--- config.mk ---
export PLATFORM = sky130hd
export DESIGN_NAME = rr_arb_client
export DESIGN_NICKNAME = d
export VERILOG_FILES = /design/src/rtl/rr_arb_client.sv
export SDC_FILE = /design/constraint.sdc
export NUM_CORES = 1
export LEC_CHECK = 0
export CORE_MARGIN = 10
export CORE_UTILIZATION = 61
export CTS_CLUSTER_SIZE = 40
export DETAILED_ROUTE_END_ITERATION = 10
export PLACE_DENSITY = 0.88
export SYNTH_ARGS = -nofsm -noshare
export SYNTH_HDL_FRONTEND = slang
export SYNTH_SLANG_ARGS = --single-unit
--- constraint.sdc ---
create_clock -name clk -period 3 [get_ports clk]
set_input_delay 0.6 -clock clk [delete_from_list [all_inputs] [get_ports clk]]
set_output_delay 0.6 -clock clk [all_outputs]
set_load 0.01 [all_outputs]
--- src/rtl/rr_arb_client.sv ---
// rr_arb_client: requester front end for a 4-way round-robin arbiter; queues burst requests per channel.
// Optional GNT protocol checker enabled by defining RR_ARB_CLIENT_GNT_CHECK_EN.
module rr_arb_client #(
  parameter int N         = 4,
  parameter int BURST_LEN = 2,
  parameter int PEND_W    = 2
) (
  input  logic         clk,
  input  logic         rst,
  input  logic [N-1:0] push,
  input  logic [N-1:0] GNT,
  output logic [N-1:0] REQ,
  output logic [N-1:0] beat,
  output logic [N-1:0] done,
  output logic [N-1:0] pend_full,
  output logic         err
);
  typedef enum logic [1:0] {IDLE, ACTIVE, RELEASE} state_t;
  localparam logic [PEND_W-1:0] PMAX = '1;
  localparam logic [PEND_W-1:0] ONE  = PEND_W'(1);
  localparam logic [7:0]        LAST = 8'(BURST_LEN - 1);
  assign beat = REQ & GNT;
  for (genvar i = 0; i < N; i++) begin : g_ch
    state_t            state;
    logic [PEND_W-1:0] pend;
    logic [7:0]        bcnt;
    logic              req_q, done_q, last;
    assign last         = beat[i] && bcnt == LAST;
    assign pend_full[i] = pend == PMAX;
    assign REQ[i]       = req_q;
    assign done[i]      = done_q;
    always_ff @(posedge clk) begin
      if (rst) begin
        state  <= IDLE;
        pend   <= '0;
        bcnt   <= '0;
        req_q  <= 1'b0;
        done_q <= 1'b0;
      end else begin
        done_q <= 1'b0;
        // a push coinciding with completion is always accepted, even at max
        if (push[i] && !last && !pend_full[i]) pend <= pend + ONE;
        else if (!push[i] && last) pend <= pend - ONE;
        case (state)
          IDLE: if (pend != '0 || push[i]) begin
            state <= ACTIVE;
            req_q <= 1'b1;
          end
          ACTIVE: if (beat[i]) begin
            if (last) begin
              bcnt   <= '0;
              state  <= RELEASE;
              req_q  <= 1'b0;
              done_q <= 1'b1;
            end else bcnt <= bcnt + 8'd1;
          end
          RELEASE: begin
            state <= (pend != '0 || push[i]) ? ACTIVE : IDLE;
            req_q <= pend != '0 || push[i];
          end
          default: begin
            state <= IDLE;
            req_q <= 1'b0;
          end
        endcase
      end
    end
  end
`ifdef RR_ARB_CLIENT_GNT_CHECK_EN
  always_ff @(posedge clk) begin
    if (rst) err <= 1'b0;
    else if ((GNT & (GNT - 1'b1)) != '0 || (GNT & ~REQ) != '0) err <= 1'b1;
  end
`else
  assign err = 1'b0;
`endif
endmodule

Word-level counts from Yosys, hierarchy flattened
Cells that the tools add are included.
{"block": "classes", "n_addsub": 12, "mul": 0, "div": 0, "n_lt_le_gt_ge": 0, "n_eq_ne": 28, "shifts": 0, "n_mux": 52, "bitwise_logic": 9, "reduce_logical": 56}
{"cell": "2-to-1 mux 2 bit", "count": 20}
{"cell": "adder 8 x 1 -> 8 bit, second input constant", "count": 4}
{"cell": "equality test 8 x 1 -> 1 bit, second input constant", "count": 4}
{"cell": "2-to-1 mux 8 bit", "count": 4}
{"cell": "!= test 2 bit, second input constant", "count": 12}
{"cell": "case mux 2 bit (3 select lines)", "count": 4}
{"cell": "2-to-1 mux 1 bit", "count": 20}
{"cell": "equality test 2 bit, second input constant", "count": 8}
{"cell": "logical AND 1 bit", "count": 16}
{"cell": "nonzero test 2 bit", "count": 8}
{"cell": "zero test 1 bit", "count": 12}
{"cell": "case mux 1 bit (3 select lines)", "count": 4}
{"cell": "AND reduction 3 bit", "count": 4}
{"cell": "OR reduction 3 bit", "count": 4}
{"cell": "adder 2 x 1 -> 2 bit, second input constant", "count": 4}
{"cell": "equality test 2 x 1 -> 1 bit, second input constant", "count": 4}
{"cell": "zero test 2 bit", "count": 4}
{"cell": "inverter 1 bit", "count": 8}
{"cell": "AND reduction 2 bit", "count": 4}
{"cell": "subtractor 2 x 1 -> 2 bit, second input constant", "count": 4}
{"cell": "AND 4 bit", "count": 1}
{"cell": "logical OR 1 bit", "count": 4}
{"block": "word_totals", "regBits": 56, "latchBits": 0, "ramBits": 0, "mem_bits_ro": 0, "inputBits": 10, "output_inout_bits": 17, "elab_cells": 177, "mem_count": 0}

Longest topological paths before layout
{"block": "depth", "word_depth": 6, "mapped_depth": 6, "mapped_depth_nobuf": 6}

Worst setup path after synthesis
Ideal clock, no wire load.
{"block": "synth_timing", "path_kind": "register to register", "startpoint": "register g_ch[0].bcnt[0]", "endpoint": "register g_ch[0].bcnt[2]", "setup_time_ns": 0.119, "t_arrival_ns": 1.581, "t_required_ns": 2.881, "path_slack_ns": 1.300, "path_stages_with_launch": 6, "n_path_buf": 0, "synth_period_minus_slack_ns": 1.700, "cell_sequence": "dfxtp_1 ha_1 or4b_4 or3_4 o21bai_4 nor2_1"}
{"block": "synth_via", "elab_chain_cells": 3, "word_cells_on_any_way": 4, "cone_classes": "1 x add/sub; 1 x eq/ne; 1 x mux; 1 x reduce/logical"}
{"item": "start, declared", "line_no": "26", "rtl": "logic [7:0] bcnt;"}
{"item": "start signal, assigned", "line_no": "55", "rtl": "end else bcnt <= bcnt + 8'd1;"}
{"item": "parallel branches: the longest is 2 deep, another holds adder 8 x 1 -> 8 bit"}
{"item": "2-to-1 mux 8 bit (*)", "line_no": "50", "rtl": "if (last) begin"}
Mark *: on every way between the ends.
A chain may end at the register's enable or synchronous reset.

Worst setup path after layout
{"block": "layout_timing", "startpoint": "input port GNT[1]", "endpoint": "output port beat[1]"}
{"block": "layout_via", "elab_chain_cells": 1}
{"item": "start, declared", "line_no": "11", "rtl": "input logic [N-1:0] GNT,"}
{"item": "AND 4 bit", "line_no": "22", "rtl": "assign beat = REQ & GNT;"}
{"item": "end, declared", "line_no": "13", "rtl": "output logic [N-1:0] beat,"}
No other way between the ends.

==> impl_results.md <==
- Drt initial violations: 97
- Initial antenna violation count: 0
- Router iterations before antenna repair: 5
- WHS Endpoint: g_ch[1].state[1]
- Detail Placement HPWL: 3.842 mm
- R2R depth: 5
- IO Pins: 27
- Top post-synthesis cells by area: dfxtp_1 (41%), nor2_1 (6.3%), xor2_1 (5.1%)
- Max-slew headroom: 47.58%
- Post-synth top area share: between 40 and 50%
- Via density: slightly below 6
- Reg2Reg Setup Slack: between 1 and 1.5 ns
- Crit path cell chain: clkdlybuf4s50_1 -> and2_1 -> clkdlybuf4s50_1
- Htree depth: 2
- Area grow syn2layout: 11.98%
- Reg2reg start: g_ch[0].bcnt[0]
- Slew @ Worst Pin: 0.7838 ns
- Final setup fails: 0
- Die area: about 0.0075 mm2
- Yosys cell types: 48
- Hold WC Path Type: flop to flop
- Routed wire length per instance: between 10 and 15 um
- Crit Path Category: input pin to output port
- RSZ-0062 raised after global routing: false
- Max_cap viols: 0
- Synth Instances: 311
- Die width: ~87 um
- Async set or reset register ratio after synthesis: 0%
- CP arrival: ~1.9 ns
- Final TNS setup: 0 ns
- Sequential fraction of the synthesis area: around 40%
- RD Place Congestion: 0.8438
- Vias in the first global route: 2092
- Starting Density: 62.61%
- Cell Area, Synth: ~0.0027 mm2
- Clk buf depth: 2
- Setup Skew: 0.008224 ns
- Worst Hold Depth: 1
- CTS resizes: 0
- Slowest Stage Delay on Critical Path: roughly 0.56 ns
- Number of synthesis warnings: 0
- Max-slew violations: 0
- CTS clock-pin slew for the worst setup and hold paths: 0.09 ns
- Worst-path maximum fanout: 4
- Ant diodes: 0
- Cts hold-fix bufs: 0
- Worst path most repeated cell: clkdlybuf4s50_1
- Post-Syn Nets: 329
- Syn avg cell area: approximately 8.8 um2
- EDFF count, synth: 0
- Period utilization: around four fifths
- CTS tree: yes
- Pleak: about 0.0011 uW
- CP Launch Type: input pin
- Dpl ws: roughly 0.54 ns
- Skew-Pair Late Insertion Delay: 0.31 ns
- Total core area: 0.004354 mm2
- TritonCTS Sinks: between 50 and 60
- Reg2reg end: g_ch[0].bcnt[4]
- Cell Rows: 24
- PortBufs: 25
- CTS Buf Count: 5
- Tmin final: between 2 and 2.5 ns
- Final core utilization: between 70 and 80%
- Detail Route Antenna Nets: 0
- Top FF cell, synth: dfxtp_1
- Final hold vios: 0
- Setup Fix Bufs, Post-CTS: 0
- Hold Path Origin: g_ch[1].state[1]
- Routed vias: between 2k and 2.5k
- Total gr overflow: 0
- Power Density: 457.2 mW/mm2
- Die height: about 87 um
- Cell accounting for the most synthesized area: dfxtp_1
- Largest net degree at the start of global routing: 21
- Gr usage total: ~14%
- Setup slack after layout: 0.5414 ns
- Worst Path Required: 2.40 ns
- Seq cells post-synth: 56
- Slowest library cell on the worst path: clkdlybuf4s50_1
- First-pass GRT wire length: between 9 and 10 mm
- Final net count: roughly 350
- Remaining DRCs: 0
- Status: completed
- Final wirelength: just over 5 mm
- Share of cells above drive strength 1: between 5 and 6%
- Crit. End Element: output port
- Fmax: approximately 0.4 GHz
- Maximum VDD drop: about 0.00027 V
- # fillers: ~340
- CTS Root Buffer Type: clkbuf_8
[critical path, delay by kind of cell]
kind | cells | cell delay (ns)
buf+inv | 2 | 1.06
simple gates | 1 | 0.20
[registers in the layout (all words and copies together) (netlist names)]
| name | cells |
|---|---|
| g_ch.bcnt | 32 |
| g_ch.state | 8 |
| g_ch.req_q | 4 |
| g_ch.pend | 8 |
| g_ch.done_q | 4 |
[per-layer routing]
| layer | up-vias | GRT usage, % | share of wire (%) |
|---|---|---|---|
| li1 | 1112 | - | - |
| met1 | 1039 | 16.89 | 46 |
| met2 | 44 | 23.92 | 47 |
| met3 | 5 | 3.933 | 5.7 |
| met4 | 0 | 5.007 | 1.2 |
| met5 | - | 0 | 0 |
[cells by family (layout without fill, tap and decap cells)]
group | Yosys count | count (layout) | share of synthesized area [%]
xor gates and xnor gates | 27 | 27 | 8.673
muxes | 3 | 3 | 1.101
AOI/OAI and AO/OA | 43 | 43 | 11.66
other | 1 | 1 | 0.1375
buffers and inverters | 36 | 54 | 6.195
adders and majority gates | 8 | 8 | 3.672
DFF | 56 | 56 | 41.12
and+or+nand+nor | 137 | 137 | 27.44
[cells in the final DEF (no fill, tap or decap), types with 3 or more instances in the layout]
cell type,instances
and3_1,3
a21oi_1,9
xnor2_1,11
ha_1,8
nand4_1,9
nor4b_1,3
nor3_1,16
nand3_1,13
a211oi_1,4
clkdlybuf4s50_1,25
or3_1,3
nor2_1,46
dfxtp_1,56
and2_1,9
and4b_1,3
inv_1,19
mux2i_1,3
a31oi_1,10
xor2_1,16
nor4b_2,3
clkbuf_8,6
nand2_1,13
nand2b_1,4
nor4_1,3
[through the flow]
| step | std cells | hold slack, ns | total power, uW | cell area (um2) |
|---|---|---|---|---|
| floorplan | 311 | 0.4427 | 937.9 | 2726 |
| global placement | 373 | 0.4748 | 989.7 | 2959 |
| detailed placement | 373 | 0.4716 | 997.5 | 2959 |
| CTS | 381 | 0.4902 | 1411 | 3053 |
| global route | 381 | 0.5159 | 1470 | 3053 |
| finish | 381 | 0.4904 | 1396 | 3053 |
[report_power, final]
part           total [uW]  internal [uW]  leakage (uW)  switching [uW]
combinational         173           87.4      0.000620            85.4
sequential            807            772      0.000456            35.2
clock                 416            188     0.0000445             228
total                1400           1050       0.00112             349
[Yosys cell counts, types with 4 or more instances]
cell	count
a21oi_1	9
nand3_1	13
ha_1	8
nand2_1	13
a211oi_1	4
nor2_1	46
nor3_1	16
xor2_1	16
dfxtp_1	56
inv_1	19
a31oi_1	10
nand4_1	9
buf_4	9
xnor2_1	11
clkbuf_1	8
nand2b_1	4
and2_1	9
[layout make-up]
cell class,instances,area (um2),area share [%]
inverters,19,71.32,2.336
multi-input cells,219,1436,47.05
well taps,52,65.06,2.131
clock inverters,1,7.507,0.2459
repair buffers,27,265.3,8.689
flip-flops and latches,56,1121,36.72
clock buffers,7,86.33,2.828
[worst max-delay path by stage]
| stage | start | end | slack, ns |
|---|---|---|---|
| global placement | GNT[1] | beat[1] | 0.58 |
| finish | GNT[1] | beat[1] | 0.54 |
| detailed placement | GNT[1] | beat[1] | 0.54 |
| floorplan | g_ch[0].bcnt[0] | g_ch[0].bcnt[2] | 1.30 |
| CTS | GNT[1] | beat[1] | 0.54 |
| global route | GNT[1] | beat[1] | 0.50 |
No activity file was read; power rests on OpenSTA's default activity.
